===== src/rtl/sync_reg_arb_pkg.sv =====
// Shared types and constants for the SyncRegister source-side arbiter.
package sync_reg_arb_pkg;

  typedef enum logic [1:0] {
    IDLE    = 2'd0,
    ISSUE   = 2'd1,
    WAIT_LO = 2'd2,
    WAIT_HI = 2'd3
  } arb_state_t;

  localparam int unsigned CNT_W = 16;

  function automatic int unsigned id_w(input int unsigned n);
    return (n > 1) ? $clog2(n) : 1;
  endfunction

endpackage


===== src/rtl/rr_pick.sv =====
// Combinational round-robin picker: first set request at or above ptr, searching cyclically.
module rr_pick
  import sync_reg_arb_pkg::*;
#(
  parameter int unsigned N   = 4,
  parameter int unsigned IDW = id_w(N)
) (
  input  logic [N-1:0]   req,
  input  logic [IDW-1:0] ptr,
  output logic           any,
  output logic [IDW-1:0] idx
);

  logic [IDW-1:0] pos;

  always_comb begin
    any = 1'b0;
    idx = '0;
    pos = ptr;
    for (int unsigned k = 0; k < N; k++) begin
      if (!any && req[pos]) begin
        any = 1'b1;
        idx = pos;
      end
      pos = (pos == IDW'(N - 1)) ? '0 : pos + IDW'(1);
    end
  end

endmodule


===== src/rtl/sync_reg_arbiter.sv =====
// Round-robin source-domain front end for a shared SyncRegister crossing:
// grants one requester, pulses sync_en once, then waits for sync_rdy to fall and recover.
module sync_reg_arbiter
  import sync_reg_arb_pkg::*;
#(
  parameter int unsigned NREQ    = 4,
  parameter int unsigned WIDTH   = 32,
  parameter int unsigned TIMEOUT = 255
) (
  input  logic                    CLK,
  input  logic                    RST,
  input  logic [NREQ-1:0]         req_valid,
  input  logic [NREQ*WIDTH-1:0]   req_data,
  output logic [NREQ-1:0]         req_ack,
  output logic                    sync_en,
  input  logic                    sync_rdy,
  output logic [WIDTH-1:0]        sync_data,
  output logic [id_w(NREQ)-1:0]   grant_id,
  output logic                    busy,
  output logic [CNT_W-1:0]        xfer_count,
  output logic                    err,
  input  logic                    err_clr
);

  localparam int unsigned IDW = id_w(NREQ);

  arb_state_t       state;
  logic [IDW-1:0]   rr_ptr;
  logic [IDW-1:0]   win_idx;
  logic             win_any;
  logic [WIDTH-1:0] win_data;
  logic [WIDTH-1:0] hold;
  logic [CNT_W-1:0] tcnt;
  logic [CNT_W-1:0] tcnt_nxt;
  logic             to_hit;

  rr_pick #(
    .N   (NREQ),
    .IDW (IDW)
  ) u_pick (
    .req (req_valid),
    .ptr (rr_ptr),
    .any (win_any),
    .idx (win_idx)
  );

  always_comb begin
    win_data = '0;
    for (int unsigned i = 0; i < NREQ; i++) begin
      if (win_idx == IDW'(i)) win_data = req_data[i*WIDTH +: WIDTH];
    end
  end

  // One-shot timeout strobe: fires only on the cycle the counter steps onto TIMEOUT,
  // so a clear issued afterwards is not immediately overridden while still waiting.
  always_comb begin
    tcnt_nxt = (tcnt == '1) ? tcnt : tcnt + 1'b1;
    to_hit   = ((state == WAIT_LO) || (state == WAIT_HI)) &&
               (tcnt != '1) && (tcnt_nxt == CNT_W'(TIMEOUT));
  end

  assign sync_data = hold;
  assign busy      = (state != IDLE);

  always_ff @(posedge CLK or negedge RST) begin
    if (!RST) begin
      state      <= IDLE;
      rr_ptr     <= '0;
      hold       <= '0;
      grant_id   <= '0;
      xfer_count <= '0;
      err        <= 1'b0;
      tcnt       <= '0;
      sync_en    <= 1'b0;
      req_ack    <= '0;
    end else begin
      sync_en <= 1'b0;
      req_ack <= '0;

      if (to_hit)       err <= 1'b1;
      else if (err_clr) err <= 1'b0;

      case (state)
        IDLE: begin
          if (sync_rdy && win_any) begin
            hold     <= win_data;
            grant_id <= win_idx;
            sync_en  <= 1'b1;
            req_ack  <= NREQ'(1) << win_idx;
            state    <= ISSUE;
          end
        end
        ISSUE: begin
          rr_ptr <= (grant_id == IDW'(NREQ - 1)) ? '0 : grant_id + IDW'(1);
          tcnt   <= '0;
          state  <= WAIT_LO;
        end
        WAIT_LO: begin
          tcnt <= tcnt_nxt;
          if (!sync_rdy) state <= WAIT_HI;
        end
        WAIT_HI: begin
          tcnt <= tcnt_nxt;
          if (sync_rdy) begin
            xfer_count <= xfer_count + 1'b1;
            state      <= IDLE;
          end
        end
        default: state <= IDLE;
      endcase
    end
  end

endmodule


===== config.mk =====
export PLATFORM = sky130hd
export DESIGN_NAME = sync_reg_arbiter
export DESIGN_NICKNAME = d
export VERILOG_FILES = /design/src/rtl/sync_reg_arb_pkg.sv /design/src/rtl/rr_pick.sv /design/src/rtl/sync_reg_arbiter.sv
export SDC_FILE = /design/constraint.sdc
export NUM_CORES = 1
export LEC_CHECK = 0
export CORE_MARGIN = 4
export CORE_UTILIZATION = 44
export CTS_CLUSTER_DIAMETER = 40
export DETAILED_ROUTE_END_ITERATION = 10
export GPL_TIMING_DRIVEN = 0
export PLACE_DENSITY = 0.78
export SLEW_MARGIN = 25
export SYNTH_ARGS = -nofsm -noshare
export SYNTH_HDL_FRONTEND = slang
export SYNTH_SLANG_ARGS = --single-unit

===== constraint.sdc =====
create_clock -name CLK -period 3.1 [get_ports CLK]
set_input_delay 0.31 -clock CLK [delete_from_list [all_inputs] [get_ports CLK]]
set_output_delay 0.31 -clock CLK [all_outputs]
set_load 0.005 [all_outputs]

==> results of run 1 <==
==> per-stage QoR <==
step           cells  hold WS, ns  power, uW  TNS [ns]
6_report         879        0.417       6850         0
3_3_place_gp     857        0.460       5670    -68.28
3_5_place_dp     858        0.270       5790         0
5_1_grt          879        0.432       7270         0
2_1_floorplan    529       0.0144       4260         0
4_1_cts          875        0.427       6600         0
==> worst max-delay path, delay by kind of cell, from the launching register on <==
kind	cells	cell delay (ns)
AOI/OAI and AO/OA	4	0.87
adders and majority gates	1	0.32
buffers and inverters	3	0.53
DFF	1	0.45
muxes	3	0.68
==> kinds of logic (layout without fill, tap and decap cells) <==
| logic type | Yosys count | count (layout) | share of synthesized area (%) |
|---|---|---|---|
| muxes | 78 | 78 | 17.2 |
| xor gates and xnor gates | 19 | 19 | 3.45 |
| and+or+nand+nor | 173 | 173 | 16.2 |
| buffers and inverters | 41 | 255 | 4.41 |
| DFF | 76 | 76 | 39.4 |
| adders and majority gates | 8 | 8 | 2.08 |
| AOI/OAI and AO/OA | 134 | 134 | 17.2 |
==> state kept, by name, indices dropped and copies added (netlist names) <==
signal	flops
rr_ptr	2
sync_en	1
grant_id	2
req_ack	4
state	2
tcnt	16
xfer_count	16
sync_data	32
err	1
==> worst max path at each step <==
stage / end / cells past startpoint / slack [ns] / from
CTS: sync_data[0] / 10 / 0.02 / rr_ptr[1]
finish: sync_data[20] / 11 / 0.13 / rr_ptr[1]
global placement: xfer_count[11] / 1 / -0.91 / RST
global route: sync_data[0] / 10 / 0.04 / rr_ptr[1]
floorplan: sync_data[0] / 10 / 0.45 / rr_ptr[1]
detailed placement: sync_data[29] / 10 / 0.03 / rr_ptr[1]
==> per-layer routing <==
| metal | part of all wire [%] | vias to the layer above |
|---|---|---|
| met5 | 0 | - |
| met1 | 41 | 2342 |
| met4 | 2.5 | 0 |
| met3 | 5.2 | 31 |
| li1 | - | 2331 |
| met2 | 51 | 136 |
==> report_power, final <==
group          internal (uW)  total, uW  switching [uW]
clock                    379        784             405
sequential              1330       1540             217
combinational           2330       4520            2200
==> cell usage after synthesis, drive strengths merged (2+ instances only) <==
cell type and number:
nor2 89, dfrtp 76, o21ai 53, mux2i 40, mux2 38, o22ai 31, nand2 29, buf 24
a21oi 19, nand3 16, xnor2 15, clkbuf 10, and3 9, ha 8, inv 7, nand3b 5
o22a 5, nand4 4, xor2 4, a41oi 3, and2 3, nand2b 3, nor3 3, nor4 3
a21boi 2, a221oi 2, a32oi 2, nor2b 2, o21a 2, o31a 2, o32ai 2
==> area by class of cell <==
| cell class | count | area [sq um] | share of cell area [%] |
|---|---|---|---|
| inverter | 7 | 26.3 | 0.362 |
| sequential | 76 | 1900 | 26.2 |
| timing repair buffer | 198 | 1990 | 27.4 |
| clock inverter | 6 | 71.3 | 0.984 |
| clock buffer | 10 | 128 | 1.76 |
| buffer | 34 | 201 | 2.78 |
| multi-input combinational | 412 | 2770 | 38.1 |
| tap | 136 | 170 | 2.35 |
==> repair_timing <==
item	CTS	global route
hold endpoints to repair	29	0
hold buffers	1	0
endpoints found under the setup margin	0	32
gates resized for setup	0	21
setup buffers	0	4
==> run metrics, run 1 <==
Area after DPL=6940 sq um; Core Region=10,500 sq um; vias=4,840; Worst Skew=0.0166 ns; highest-count cells in the layout ignoring fill and taps=191 x clkdlybuf4s50_1, 89 x nor2_1, 76 x dfrtp_1; met3 usage in global routing=7.06%; ys async rst share=100%; Register-to-Register Path Depth=11; yosys warns=0; # fillers=867; GRT overflow=0; FP Rows=37; Syn Area/Cell=9.12 sq um; Max Fanout on Critical Path=10; CP startpoint kind=register; setup ws final=0.130 ns; DP HPWL=12,700 um; Routed WL per cell=18.3 um; area leader, netlist=dfrtp_1; Worst-Margin Slew=0.654 ns; Area Growth Syn to Fin=50.4%; predominant post-synthesis flop cell=dfrtp_1; ratio of cells with drive above 1 in the final layout=13.5%; chip height=113 um; end-of-flow core utilization=69.0%; # DRC=0; pin count of the biggest net entering global routing=48; share of the synthesized area in the top cell type=39.4%; flop2flop setup slack=0.13 ns; top post-synthesis cells by area=dfrtp_1 39%, mux2_2 8.9%, mux2i_1 8.3%; final WL=16,100 um; Required @ worst endpoint=3.33 ns; Synth Cell Area=4820 sq um; TritonCTS buffer count=9; CP cell instances=ha_4, buf_6, mux2i_2, mux2i_2, o31a_1, a2bb2oi_1, a41oi_2, buf_6, buf_6, mux2i_2, o22ai_1; FF+latch count, synth=76; instance count of the mapped netlist=529; # diodes=0; minimum clock period=2.97 ns; CP endpoint kind=register; # IOs=193; fmax=337 MHz; met2 usage=43.6%; Max-slew headroom=55.8%; VDD IR max=552 uV; DIE AREA=12,700 sq um; fin area=7250 sq um; crit share post-route=95.8%; number of flops mapped to enable cells by yosys=0; pre-CTS setup slack=0.0338 ns; count of maximum capacitance violations=0; CTS tree=yes; drt first pass iters=5; Critical-path top delay cell=dfrtp_1; GPL Wtd Cong=0.935; Hold Crit Class=input port to asynchronous set/reset pin; # nets final=882; Die Wd=113 um; first-pass GRT wire length=25,800 um; H-tree levels=3; Overall Global Routing Usage=25.1%; CTS Buffer Depth=2; Initial Utilization=45.9%; 1st-iter DRT viols=286; R2R Path End=sync_data[20]; Final ANT Viol Nets=0; PortBufs=192; clk slew on worst S/H paths=0.10 ns; CTS Sinks=76; commonest non-fill, non-tap cell in the layout=clkdlybuf4s50_1; register area share after synthesis=39.4%; Hold Vio Cnt, Final=0; via-per-instance ratio=5.51; met1 GRT Util=30.6%; Setup-failing EPs final=0; RSZ-0062 raised after global routing=false; Crit path arrival time=3.20 ns; Worst path max stage delay=0.45 ns; Pwr per Cell Area=945 nW/um^2; synthesized net count=673; WS Path Type=register to register; status=finished, final reports clean; Leak=0.00305 uW; GR peak layer=met2; Synth cell types=55; CTS Root Cell=clkbuf_8; Clock Latency Late Sink=0.37 ns; Critical R2R Launch=rr_ptr[1]; Slew Viols, Final=0; vias in the first global route=4,994; initial antenna violation count=0
(Power assumes the default switching activity.)
==> inputs of run 2 (changes only) <==
- GPL_ROUTABILITY_DRIVEN: unset -> 0
- MAX_ROUTING_LAYER: unset -> met4
==> run metrics, run 2 (synthesis gave the netlist of run 1 again) <==
# IOs=193; Required @ worst endpoint=3.33 ns; Leak=0.00305 uW; commonest non-fill, non-tap cell in the layout=clkdlybuf4s50_1; via-per-instance ratio=5.50; CTS tree=yes; clk slew on worst S/H paths=0.09 ns; 1st-iter DRT viols=276; initial antenna violation count=0; logic gate share of total power=66.0%; switching share of power=41.1%; # fillers=867; first-pass GRT wire length=25,700 um; max FFs per register=32; Core Region=10,500 sq um; highest-count cells in the layout ignoring fill and taps=191 x clkdlybuf4s50_1, 89 x nor2_1, 76 x dfrtp_1; Die Wd=113 um; Slew Viols, Final=0; # DRC=0; vias in the first global route=4,992; ratio of cells with drive above 1 in the final layout=13.5%; CTS Buffer Depth=2; status=finished, final reports clean; count of maximum capacitance violations=0; final WL=16,100 um; Area Growth Syn to Fin=50.4%; Register-to-Register Path Depth=11; Routed WL per cell=18.3 um; Max Fanout on Critical Path=10; # nets final=882; register share of total power=22.5%; Int Pwr=4030 uW; R2R Path End=sync_data[20]; P_sw=2810 uW; DP HPWL=12,700 um; crit share post-route=95.8%; Worst-Margin Slew=0.648 ns; minimum clock period=2.97 ns; CP endpoint kind=register; Overall Global Routing Usage=25.9%; GRT overflow=0; Clock Latency Late Sink=0.37 ns; Initial Utilization=45.9%; # diodes=0; power share of the clock group=11.4%; CTS Sinks=76; chip height=113 um; Worst Skew=0.0148 ns; Pwr per Cell Area=944 nW/um^2; CTS Root Cell=clkbuf_8; WS Path Type=register to register; VDD IR max=552 uV; TritonCTS buffer count=9; H-tree levels=3; Max-slew headroom=56.2%; drt first pass iters=6; Critical R2R Launch=rr_ptr[1]; pin count of the biggest net entering global routing=48; Setup-failing EPs final=0; worst hold margin=0.420 ns; Final ANT Viol Nets=0; Hold Vio Cnt, Final=0; Hold Crit Class=input port to asynchronous set/reset pin; DIE AREA=12,700 sq um; PortBufs=192; FP Rows=37; vias=4,836; fmax=337 MHz; RSZ-0062 raised after global routing=false; Crit path arrival time=3.20 ns; CP startpoint kind=register; Tot Pwr=6840 uW; flop2flop setup slack=0.13 ns
## run 2: cell counts in the layout (fill, tap and decap cells not counted)
Identical to the previous run, type by type.
## run 2: routing by layer
layer  vias to the layer above  wire length (um)  track usage, %
met4                         0               422            7.05
met3                        36               745            6.36
li1                       2331                 -               -
met1                      2335              6680            31.0
met2                       134              8260            43.6
met5                         -                 0               -
## run 2: repair_timing
| action | in CTS | in global routing |
|---|---|---|
| gates resized for setup | 0 | 21 |
| setup buffers | 0 | 4 |
| hold buffers | 1 | 0 |
| hold endpoints to repair | 29 | 0 |
| endpoints found under the setup margin | 0 | 32 |
## run 2: critical path: stages, from the launching register on
cell       delay, ns
dfrtp_1         0.45
ha_4            0.32
buf_6           0.15
mux2i_2         0.25
mux2i_2         0.15
o31a_1          0.30
a2bb2oi_1       0.14
a41oi_2         0.31
buf_6           0.20
buf_6           0.18
mux2i_2         0.27
o22ai_1         0.12
## run 2: per-stage QoR
step | area [sq um] | instances | utilization (%) | setup TNS, ns | setup WS (ns)
finish | 7250 | 879 | 69.0 | 0 | 0.129
global route | 7250 | 879 | 69.0 | 0 | 0.0397
CTS | 7150 | 875 | 68.0 | 0 | 0.0216
detailed placement | 6940 | 858 | 66.0 | 0 | 0.0338
global placement | 6910 | 857 | 65.8 | -68.28 | -0.905
floorplan | 4820 | 529 | - | 0 | 0.448
## run 2: worst max path at each step
stage | startpoint | endpoint | slack [ns]
finish | rr_ptr[1] | sync_data[20] | 0.13
global route | rr_ptr[1] | sync_data[0] | 0.04
CTS | rr_ptr[1] | sync_data[0] | 0.02
detailed placement | rr_ptr[1] | sync_data[29] | 0.03
global placement | RST | xfer_count[11] | -0.91
floorplan | rr_ptr[1] | sync_data[0] | 0.45
## run 2: layout make-up
cell class | count | area, sq um | share of cell area, %
plain buffers | 34 | 201 | 2.78
clock buffers | 10 | 128 | 1.76
clock inverters | 6 | 71.3 | 0.984
inverters | 7 | 26.3 | 0.362
multi-input cells | 412 | 2770 | 38.1
flip-flops and latches | 76 | 1900 | 26.2
well taps | 136 | 170 | 2.35
repair buffers | 198 | 1990 | 27.4
## run 2: power by group through the flow
stage | Clock [uW] | Sequential (uW) | Combinational (uW)
floorplan | 0 | 1540 | 2720
global placement | 0 | 1540 | 4130
detailed placement | 0 | 1550 | 4240
CTS | 800 | 1530 | 4260
global route | 839 | 1590 | 4850
finish | 783 | 1540 | 4520
==> inputs of run 3 (changes only) <==
- ABC_CLOCK_PERIOD_IN_PS: unset -> 3100
- CAP_MARGIN: unset -> 0
- GPL_ROUTABILITY_DRIVEN: 0 -> unset
==> run metrics, run 3 (synthesis gave the netlist of run 1 again) <==
status=finished, final reports clean; minimum clock period=3.00 ns; CP cell instances=ha_1, buf_6, mux2i_2, mux2i_2, o31a_1, a2bb2oi_1, a41oi_2, buf_4, buf_6, buf_4, mux2i_1, a221oi_1; drt first pass iters=6; TritonCTS buffer count=9; worst path bufs/invs=4; H-tree levels=3; # DRC=0; GPL Wtd Cong=0.959; fmax=333 MHz; crit share post-route=96.9%; Max-slew headroom=56.3%; PortBufs=192; Post-Layout Cell Count=880; clk slew on worst S/H paths=0.09 ns; Leak=0.00305 uW; CP top delay family=compound AO/OA/AOI/OAI gates; Overall Global Routing Usage=26.1%; fin area=7220 sq um; Max Fanout on Critical Path=10; setup_tns=0 ns; vias=4,940; 1st-iter DRT viols=372; VDD IR max=493 uV; Clock Latency Late Sink=0.35 ns; placed insts=858; chip height=113 um; CTS Buffer Depth=2; CP endpoint kind=register; Hold Crit Class=input port to asynchronous set/reset pin; Routed WL per cell=18.4 um; Setup-failing EPs final=0; GRT overflow=0; final WL=16,200 um; pin count of the biggest net entering global routing=40; DIE AREA=12,700 sq um; Core Region=10,500 sq um; Slew Viols, Final=0; vias in the first global route=4,983; CTS Sinks=76; first-pass GRT wire length=25,900 um; Pwr per Cell Area=940 nW/um^2; initial antenna violation count=0; DP HPWL=12,500 um; CTS tree=yes; Required @ worst endpoint=3.32 ns; CTS Root Cell=clkbuf_8; Final ANT Viol Nets=0; highest-count cells in the layout ignoring fill and taps=191 x clkdlybuf4s50_1, 89 x nor2_1, 76 x dfrtp_1; Crit path arrival time=3.23 ns; Initial Utilization=45.9%; Area after DPL=6930 sq um; # nets final=883; Worst path max stage delay=0.43 ns; CP startpoint kind=register; max FFs per register=32; Area Growth Syn to Fin=49.7%; Die Wd=113 um; via-per-instance ratio=5.61; end-of-flow core utilization=68.7%; count of maximum capacitance violations=0; worst hold margin=0.477 ns; # diodes=0; ratio of cells with drive above 1 in the final layout=12.9%; Worst Skew=0.00634 ns; WS Path Type=register to register; # IOs=193; Worst-Margin Slew=0.647 ns; commonest non-fill, non-tap cell in the layout=clkdlybuf4s50_1; Hold Vio Cnt, Final=0; Critical-path top delay cell=dfrtp_1; FP Rows=37
==> run 3: cell count changes in the layout (fill, tap and decap cells not counted), moves of 2 or more <==
cell | before | now
buf_6 | 5 | 7
clkbuf_8 | 9 | 11
mux2i_1 | 33 | 35
mux2i_2 | 7 | 5
==> run 3: report_power, final <==
group          total, uW  internal (uW)  switching, uW
Combinational       4500           2310           2180
Clock                751            345            406
Sequential          1540           1330            210
==> run 3: cell type report <==
cell class                 instances  area [sq um]
timing repair buffer             199          1990
buffer                            34           208
tap                              136           170
clock inverter                     5          42.5
inverter                           7          26.3
multi-input combinational        412          2730
fill                             832          3290
sequential                        76          1900
clock buffer                      11           151
==> run 3: metal layers <==
layer | up-vias | GRT usage [%] | routed length, um
met3 | 39 | 5.61 | 1060
met2 | 206 | 43.2 | 8240
met1 | 2366 | 31.8 | 6370
li1 | 2329 | - | -
met5 | - | - | 0
met4 | 0 | 8.57 | 533
==> run 3: stage by stage <==
| stage | setup WS [ns] | total power (uW) |
|---|---|---|
| 2_1_floorplan | 0.448 | 4260 |
| 5_1_grt | -0.0214 | 7230 |
| 3_3_place_gp | -0.904 | 5670 |
| 3_5_place_dp | 0.0274 | 5780 |
| 4_1_cts | 0.0182 | 6570 |
| 6_report | 0.0964 | 6790 |
==> run 3: repair_timing <==
action                                 4_1_cts  5_1_grt
buffers inserted                             0        5
resized for setup                            0       17
endpoints found under the hold margin       37        0
hold buffers                                 1        0
setup endpoints to repair                    0       33
==> run 3: worst paths after layout <==
path	slack, ns	cells past startpoint	from	to
worst min-delay path	0.48	2	RST	sync_data[25]
min in group CLK	0.48	1	xfer_count[15]	xfer_count[15]
worst max-delay path	0.1	12	rr_ptr[1]	sync_data[15]
worst min register to register	0.48	1	xfer_count[15]	xfer_count[15]
max in group asynchronous	2.03	3	RST	xfer_count[15]
worst max register to register	0.1	12	rr_ptr[1]	sync_data[15]
